==> config.mk <==
export PLATFORM = sky130hd
export DESIGN_NAME = line_dir_arbiter_flat
export DESIGN_NICKNAME = d
export VERILOG_FILES = /design/src/rtl/line_dir_arbiter_if.sv /design/src/rtl/line_dir_arbiter.sv /design/src/flat_wrapper.sv
export SDC_FILE = /design/constraint.sdc
export NUM_CORES = 1
export LEC_CHECK = 0
export CORE_MARGIN = 2
export CORE_UTILIZATION = 61
export DETAILED_ROUTE_END_ITERATION = 8
export GPL_TIMING_DRIVEN = 0
export PLACE_DENSITY_LB_ADDON = 0.12
export SLEW_MARGIN = 20
export SYNTH_ARGS = -nofsm -noshare
export SYNTH_HDL_FRONTEND = slang
export SYNTH_SLANG_ARGS = --single-unit
==> constraint.sdc <==
create_clock -name clk -period 4.3 [get_ports clk]
set_input_delay 0.645 -clock clk [delete_from_list [all_inputs] [get_ports clk]]
set_output_delay 0.645 -clock clk [all_outputs]
set_load 0.1 [all_outputs]
==> src/rtl/line_dir_arbiter_if.sv <==
// line_dir_arbiter_if: request/grant bundle between the two line endpoints and the direction arbiter.
// Revision: 1.0
`default_nettype none

interface line_dir_arbiter_if;
   logic req_a;
   logic req_b;
   logic gnt_a;
   logic gnt_b;
   logic oe_a;
   logic oe_b;
   logic turn;
   logic busy;
   logic preempt;

   modport master (
      output req_a, req_b,
      input  gnt_a, gnt_b, oe_a, oe_b, turn, busy, preempt
   );

   modport slave (
      input  req_a, req_b,
      output gnt_a, gnt_b, oe_a, oe_b, turn, busy, preempt
   );
endinterface

`default_nettype wire

==> src/rtl/line_dir_arbiter.sv <==
// line_dir_arbiter: half-duplex line direction controller with turnaround gap,
// round-robin tie break and max-hold preemption. Revision: 1.0
`default_nettype none

module line_dir_arbiter #(
   parameter int TURN_CYC = 2,
   parameter int MAX_HOLD = 16,
   parameter int CNT_W    = 8
) (
   input wire logic          clk,
   input wire logic          rst,
   line_dir_arbiter_if.slave bus
);

   typedef enum logic [1:0] {
      S_IDLE  = 2'd0,
      S_OWN_A = 2'd1,
      S_OWN_B = 2'd2,
      S_TURN  = 2'd3
   } state_t;

   localparam logic [CNT_W-1:0] c_TURN_LAST  = CNT_W'(TURN_CYC - 1);
   localparam logic [CNT_W-1:0] c_HOLD_LAST  = CNT_W'((MAX_HOLD == 0) ? 0 : MAX_HOLD - 1);
   localparam logic             c_PREEMPT_EN = (MAX_HOLD != 0);
   localparam logic [CNT_W-1:0] c_CNT_MAX    = '1;

   state_t           r_state;
   state_t           w_next;
   logic             r_last_b;
   logic [CNT_W-1:0] r_hold_cnt;
   logic [CNT_W-1:0] r_turn_cnt;
   logic             r_gnt_a;
   logic             r_gnt_b;
   logic             r_turn;
   logic             r_busy;
   logic             r_preempt;
   logic             w_preempt;
   logic             w_arb_a;
   logic             w_arb_b;
   logic             w_hold_hit;
   logic             w_own;

   // On a tie the side that did not own the line last wins.
   assign w_arb_a    = bus.req_a & (~bus.req_b | r_last_b);
   assign w_arb_b    = bus.req_b & (~bus.req_a | ~r_last_b);
   assign w_hold_hit = c_PREEMPT_EN && (r_hold_cnt >= c_HOLD_LAST);
   assign w_own      = (r_state == S_OWN_A) || (r_state == S_OWN_B);

   always_comb begin
      w_next    = r_state;
      w_preempt = 1'b0;
      case (r_state)
         S_IDLE: begin
            if (w_arb_a) begin
               w_next = S_OWN_A;
            end else if (w_arb_b) begin
               w_next = S_OWN_B;
            end
         end
         S_OWN_A: begin
            if (!bus.req_a) begin
               w_next = S_TURN;
            end else if (bus.req_b && w_hold_hit) begin
               w_next    = S_TURN;
               w_preempt = 1'b1;
            end
         end
         S_OWN_B: begin
            if (!bus.req_b) begin
               w_next = S_TURN;
            end else if (bus.req_a && w_hold_hit) begin
               w_next    = S_TURN;
               w_preempt = 1'b1;
            end
         end
         S_TURN: begin
            if (r_turn_cnt == c_TURN_LAST) begin
               if (w_arb_a) begin
                  w_next = S_OWN_A;
               end else if (w_arb_b) begin
                  w_next = S_OWN_B;
               end else begin
                  w_next = S_IDLE;
               end
            end
         end
         default: w_next = S_IDLE;
      endcase
   end

   always_ff @(posedge clk) begin
      if (rst) begin
         r_state    <= S_IDLE;
         r_last_b   <= 1'b1;
         r_hold_cnt <= '0;
         r_turn_cnt <= '0;
         r_gnt_a    <= 1'b0;
         r_gnt_b    <= 1'b0;
         r_turn     <= 1'b0;
         r_busy     <= 1'b0;
         r_preempt  <= 1'b0;
      end else begin
         r_state <= w_next;

         if (w_next == S_OWN_A) begin
            r_last_b <= 1'b0;
         end else if (w_next == S_OWN_B) begin
            r_last_b <= 1'b1;
         end

         // Saturating so an unlimited hold never wraps back into the preempt window.
         if (w_next != r_state || !w_own) begin
            r_hold_cnt <= '0;
         end else if (r_hold_cnt != c_CNT_MAX) begin
            r_hold_cnt <= r_hold_cnt + 1'b1;
         end

         if (w_next == S_TURN && r_state == S_TURN) begin
            r_turn_cnt <= r_turn_cnt + 1'b1;
         end else begin
            r_turn_cnt <= '0;
         end

         r_gnt_a   <= (w_next == S_OWN_A);
         r_gnt_b   <= (w_next == S_OWN_B);
         r_turn    <= (w_next == S_TURN);
         r_busy    <= (w_next != S_IDLE);
         r_preempt <= w_preempt;
      end
   end

   assign bus.gnt_a   = r_gnt_a;
   assign bus.gnt_b   = r_gnt_b;
   assign bus.oe_a    = r_gnt_a;
   assign bus.oe_b    = r_gnt_b;
   assign bus.turn    = r_turn;
   assign bus.busy    = r_busy;
   assign bus.preempt = r_preempt;

endmodule

`default_nettype wire
==> src/flat_wrapper.sv <==
// flat-port wrapper written by rule: the top's interface ports become plain ports
module line_dir_arbiter_flat 
#(
   parameter int TURN_CYC = 2,
   parameter int MAX_HOLD = 16,
   parameter int CNT_W    = 8
)
  (clk, rst, bus_req_a, bus_req_b, bus_gnt_a, bus_gnt_b, bus_oe_a, bus_oe_b, bus_turn, bus_busy, bus_preempt);
  line_dir_arbiter_if bus_i ();
  input wire logic clk;
  input wire logic rst;
  input wire logic [$bits(bus_i.req_a)-1:0] bus_req_a;
  input wire logic [$bits(bus_i.req_b)-1:0] bus_req_b;
  output wire logic [$bits(bus_i.gnt_a)-1:0] bus_gnt_a;
  output wire logic [$bits(bus_i.gnt_b)-1:0] bus_gnt_b;
  output wire logic [$bits(bus_i.oe_a)-1:0] bus_oe_a;
  output wire logic [$bits(bus_i.oe_b)-1:0] bus_oe_b;
  output wire logic [$bits(bus_i.turn)-1:0] bus_turn;
  output wire logic [$bits(bus_i.busy)-1:0] bus_busy;
  output wire logic [$bits(bus_i.preempt)-1:0] bus_preempt;
  assign bus_i.req_a = bus_req_a;
  assign bus_i.req_b = bus_req_b;
  assign bus_gnt_a = bus_i.gnt_a;
  assign bus_gnt_b = bus_i.gnt_b;
  assign bus_oe_a = bus_i.oe_a;
  assign bus_oe_b = bus_i.oe_b;
  assign bus_turn = bus_i.turn;
  assign bus_busy = bus_i.busy;
  assign bus_preempt = bus_i.preempt;
  line_dir_arbiter #(.TURN_CYC(TURN_CYC), .MAX_HOLD(MAX_HOLD), .CNT_W(CNT_W)) u_core (.clk(clk), .rst(rst), .bus(bus_i));
endmodule
==> results.md <==
- Post-synth top cells: 24 x dfxtp_1, 14 x nor2_1, 11 x ha_1, 10 x nand3_1, 8 x nor4_1
- Utilization after layout: 0.725
- Initial Utilization: 0.639
- Post-route antenna net violation count: 0
- Min Tclk post-route: just under 3000 ps
- Async set-reset flop share out of synthesis: 0
- Fin nets: 178
- Total Wirelength: 2.70 mm
- Root Driver: clkbuf_4
- Vias in the first global route: approximately 1000
- Gp weighted congestion: 0.965
- CTS Buf Count: 3
- Net switching power: 0.000580 W
- CTS tree: built
- Worst EP required: ~4500 ps
- Number of antenna violations at the first check in global routing: 0
- Yosys top cell area share: 0.347
- Final HPWL DP: 1.98 mm
- Final setup TNS: 0 ps
- Largest net degree at the start of global routing: 15
- Yosys warns: 0
- Endpoints failing setup: 0
- Worst-path clk slew: roughly 140 ps
- Clock Skew: 9.55 ps
- Slew @ Worst Pin: 970 ps
- Slew Viols, Final: 0
- Post-Syn Nets: 163
- Crit path DAT: 3120 ps
- Clk Latency, worst-skew pair: 330 ps
- Max_cap viols: 0
- Library cells used by synthesis: 43
- Internal Power: 0.000574 W
- Flop pwr share: 0.251
- First-pass detailed-route iteration total: 4
- Core ar.: 2170 µm²
- First-pass GRT wire length: 4.37 mm
- P_leak: 0.596 nW
- DIE AREA: 2670 µm²
- H-tree depth: 1
- Initial DRC Count: 26
- Yosys top cell by area: dfxtp_1
- RSZ-0062 raised after global routing: no
- Drt drc: 0
- Row count: 17
- Global Route Usage Sum: 0.221
- Seq cells post-synth: 24
- Worst rel slew slack: 0.351
- Sw Share: 0.503
- Peak VDD IR: 0.744 mV
- Via count: 1165
- CTS Buffer Depth: 2
- Filler cell count: 164
- Clock network fraction of total power: 0.143
- Dominant synthesized flop cell: dfxtp_1
- Layout cells sized above 1: 0.130
- Seq/Total Area, Yosys: 0.347
- Logic gate share of total power: 0.606
- Die X: slightly above 50 µm
- Worst-path maximum fanout: 8
- Fin crit share: 0.672
- DR vias/cell: 6.13
- Ranking of synthesized cells by area: dfxtp_1 35%, ha_1 9.9%, nor2_1 3.8%, xor2_1 3.8%, nand3_1 3.6%
- Hold slack: 509 ps
- Buffers on Ports: 10
- Most numerous cell in the Yosys netlist: dfxtp_1
- Pwr dens: 733 nW/µm²
- Area growth from synthesis to layout: 13.5%
- CTS hold repair buffers: 0
- GRT overflow: 0
- Post-cts gate resize count: 0
- Fmax: 346 MHz
- Post-CTS Setup Bufs: 0
- Post-synth EDFFs: 0
- Antenna cell count: 0
- Crit Path Class: in2reg
- Worst min-delay path category: reg2reg
- Avg Cell Area, Syn: 9.37 µm²
- Total power draw: approximately 0.0012 W
- Mapped Cells: 148
- Crit end category: flop
- Outcome: finished clean
- Die H: 51.7 µm
- WL per Instance: roughly 14 µm
- Nature of the critical path startpoint: input port
- Final number of hold-violating endpoints: 0
- Synthesized cell area: 1390 µm²
- Clk sink count: 24
- I/O pin cnt: 11
-- flip-flops by register name, summed over array words and instances (netlist names) --
| signal | count |
|---|---|
| u_core.bus.gnt_a | 1 |
| u_core.r_last_b | 1 |
| u_core.r_turn_cnt | 8 |
| u_core.bus.preempt | 1 |
| u_core.bus.gnt_b | 1 |
| u_core.r_hold_cnt | 8 |
| u_core.bus.turn | 1 |
| u_core.bus.busy | 1 |
| u_core.r_state | 2 |
-- cell usage in the layout, fill, tap and decap left out, types with 2 or more instances in the layout --
cell / instances
xnor2_1: 2
a21oi_1: 5
nor2b_1: 4
xor2_1: 6
and3_1: 4
clkdlybuf4s50_1: 10
o21a_1: 2
a211oi_1: 2
a31oi_1: 3
ha_1: 11
nand2_1: 6
nand3_1: 10
and4_1: 2
nand4_1: 2
buf_2: 2
nand2b_1: 5
nor2_1: 14
dfxtp_1: 24
clkbuf_4: 3
mux2i_1: 2
o21ai_0: 4
inv_1: 7
buf_4: 2
nor4_1: 8
-- path summary, 6_finish.rpt --
| kind | startpoint | to | slack (ps) | depth (start not counted) |
|---|---|---|---|---|
| max | bus_req_b | u_core.r_turn_cnt[3]$_SDFF_PP0_ | 1410 | 10 |
| min reg2reg | u_core.r_turn_cnt[0]$_SDFF_PP0_ | u_core.r_turn_cnt[0]$_SDFF_PP0_ | 510 | 1 |
| max reg2reg | u_core.r_state[1]$_SDFF_PP0_ | u_core.r_turn_cnt[3]$_SDFF_PP0_ | 1520 | 10 |
| min | u_core.r_turn_cnt[0]$_SDFF_PP0_ | u_core.r_turn_cnt[0]$_SDFF_PP0_ | 510 | 1 |
-- power by group through the flow --
stage,clock (W),combinational (W),sequential (W)
6_report,0.000165,0.000699,0.000290
5_1_grt,0.000174,0.000742,0.000296
4_1_cts,0.000166,0.000694,0.000290
3_5_place_dp,0,0.000689,0.000295
3_3_place_gp,0,0.000669,0.000292
2_1_floorplan,0,0.000423,0.000421
-- kinds of logic (layout without fill, tap and decap cells) --
group,count (synthesis),in the layout,synth area share
compound gates,29,29,0.193
xor+xnor,8,8,0.0505
fa+ha+maj,11,11,0.0993
buf+inv,12,26,0.0397
flops,24,24,0.347
mux,3,3,0.0226
simple gates,61,61,0.248
-- metal layers --
layer | up-vias | GRT usage | wire length [µm]
met3 | 5 | 0.0287 | 119
li1 | 574 | - | -
met2 | 33 | 0.387 | 1380
met4 | 0 | 0.132 | 34
met1 | 553 | 0.256 | 1170
met5 | - | 0 | 0
-- layout make-up --
cell class | instances | area [µm²] | share of cell area
inverter | 7 | 26.3 | 0.0167
sequential | 24 | 480 | 0.305
multi-input combinational | 112 | 851 | 0.541
buffer | 5 | 28.8 | 0.0183
timing repair buffer | 10 | 100 | 0.0636
clock buffer | 3 | 22.5 | 0.0143
tap | 28 | 35.0 | 0.0223
clock inverter | 1 | 30.0 | 0.0191
-- critical path, cell delays in order --
cell             delay (ps)
clkdlybuf4s50_1         640
nand2b_1                 90
a211oi_1                410
nand2_1                 170
o22ai_1                 370
inv_1                   130
ha_1                    210
nor2b_1                 130
nand2_1                 230
nor2_1                   90
-- through the flow --
stage / area, µm² / setup WS, ps / std cells
floorplan: 1390 / 2010 / 148
global placement: 1520 / 1200 / 186
detailed placement: 1520 / 1070 / 186
CTS: 1570 / 1430 / 190
global route: 1570 / 1160 / 190
finish: 1570 / 1410 / 190
Power figures use the tool's default switching activity.
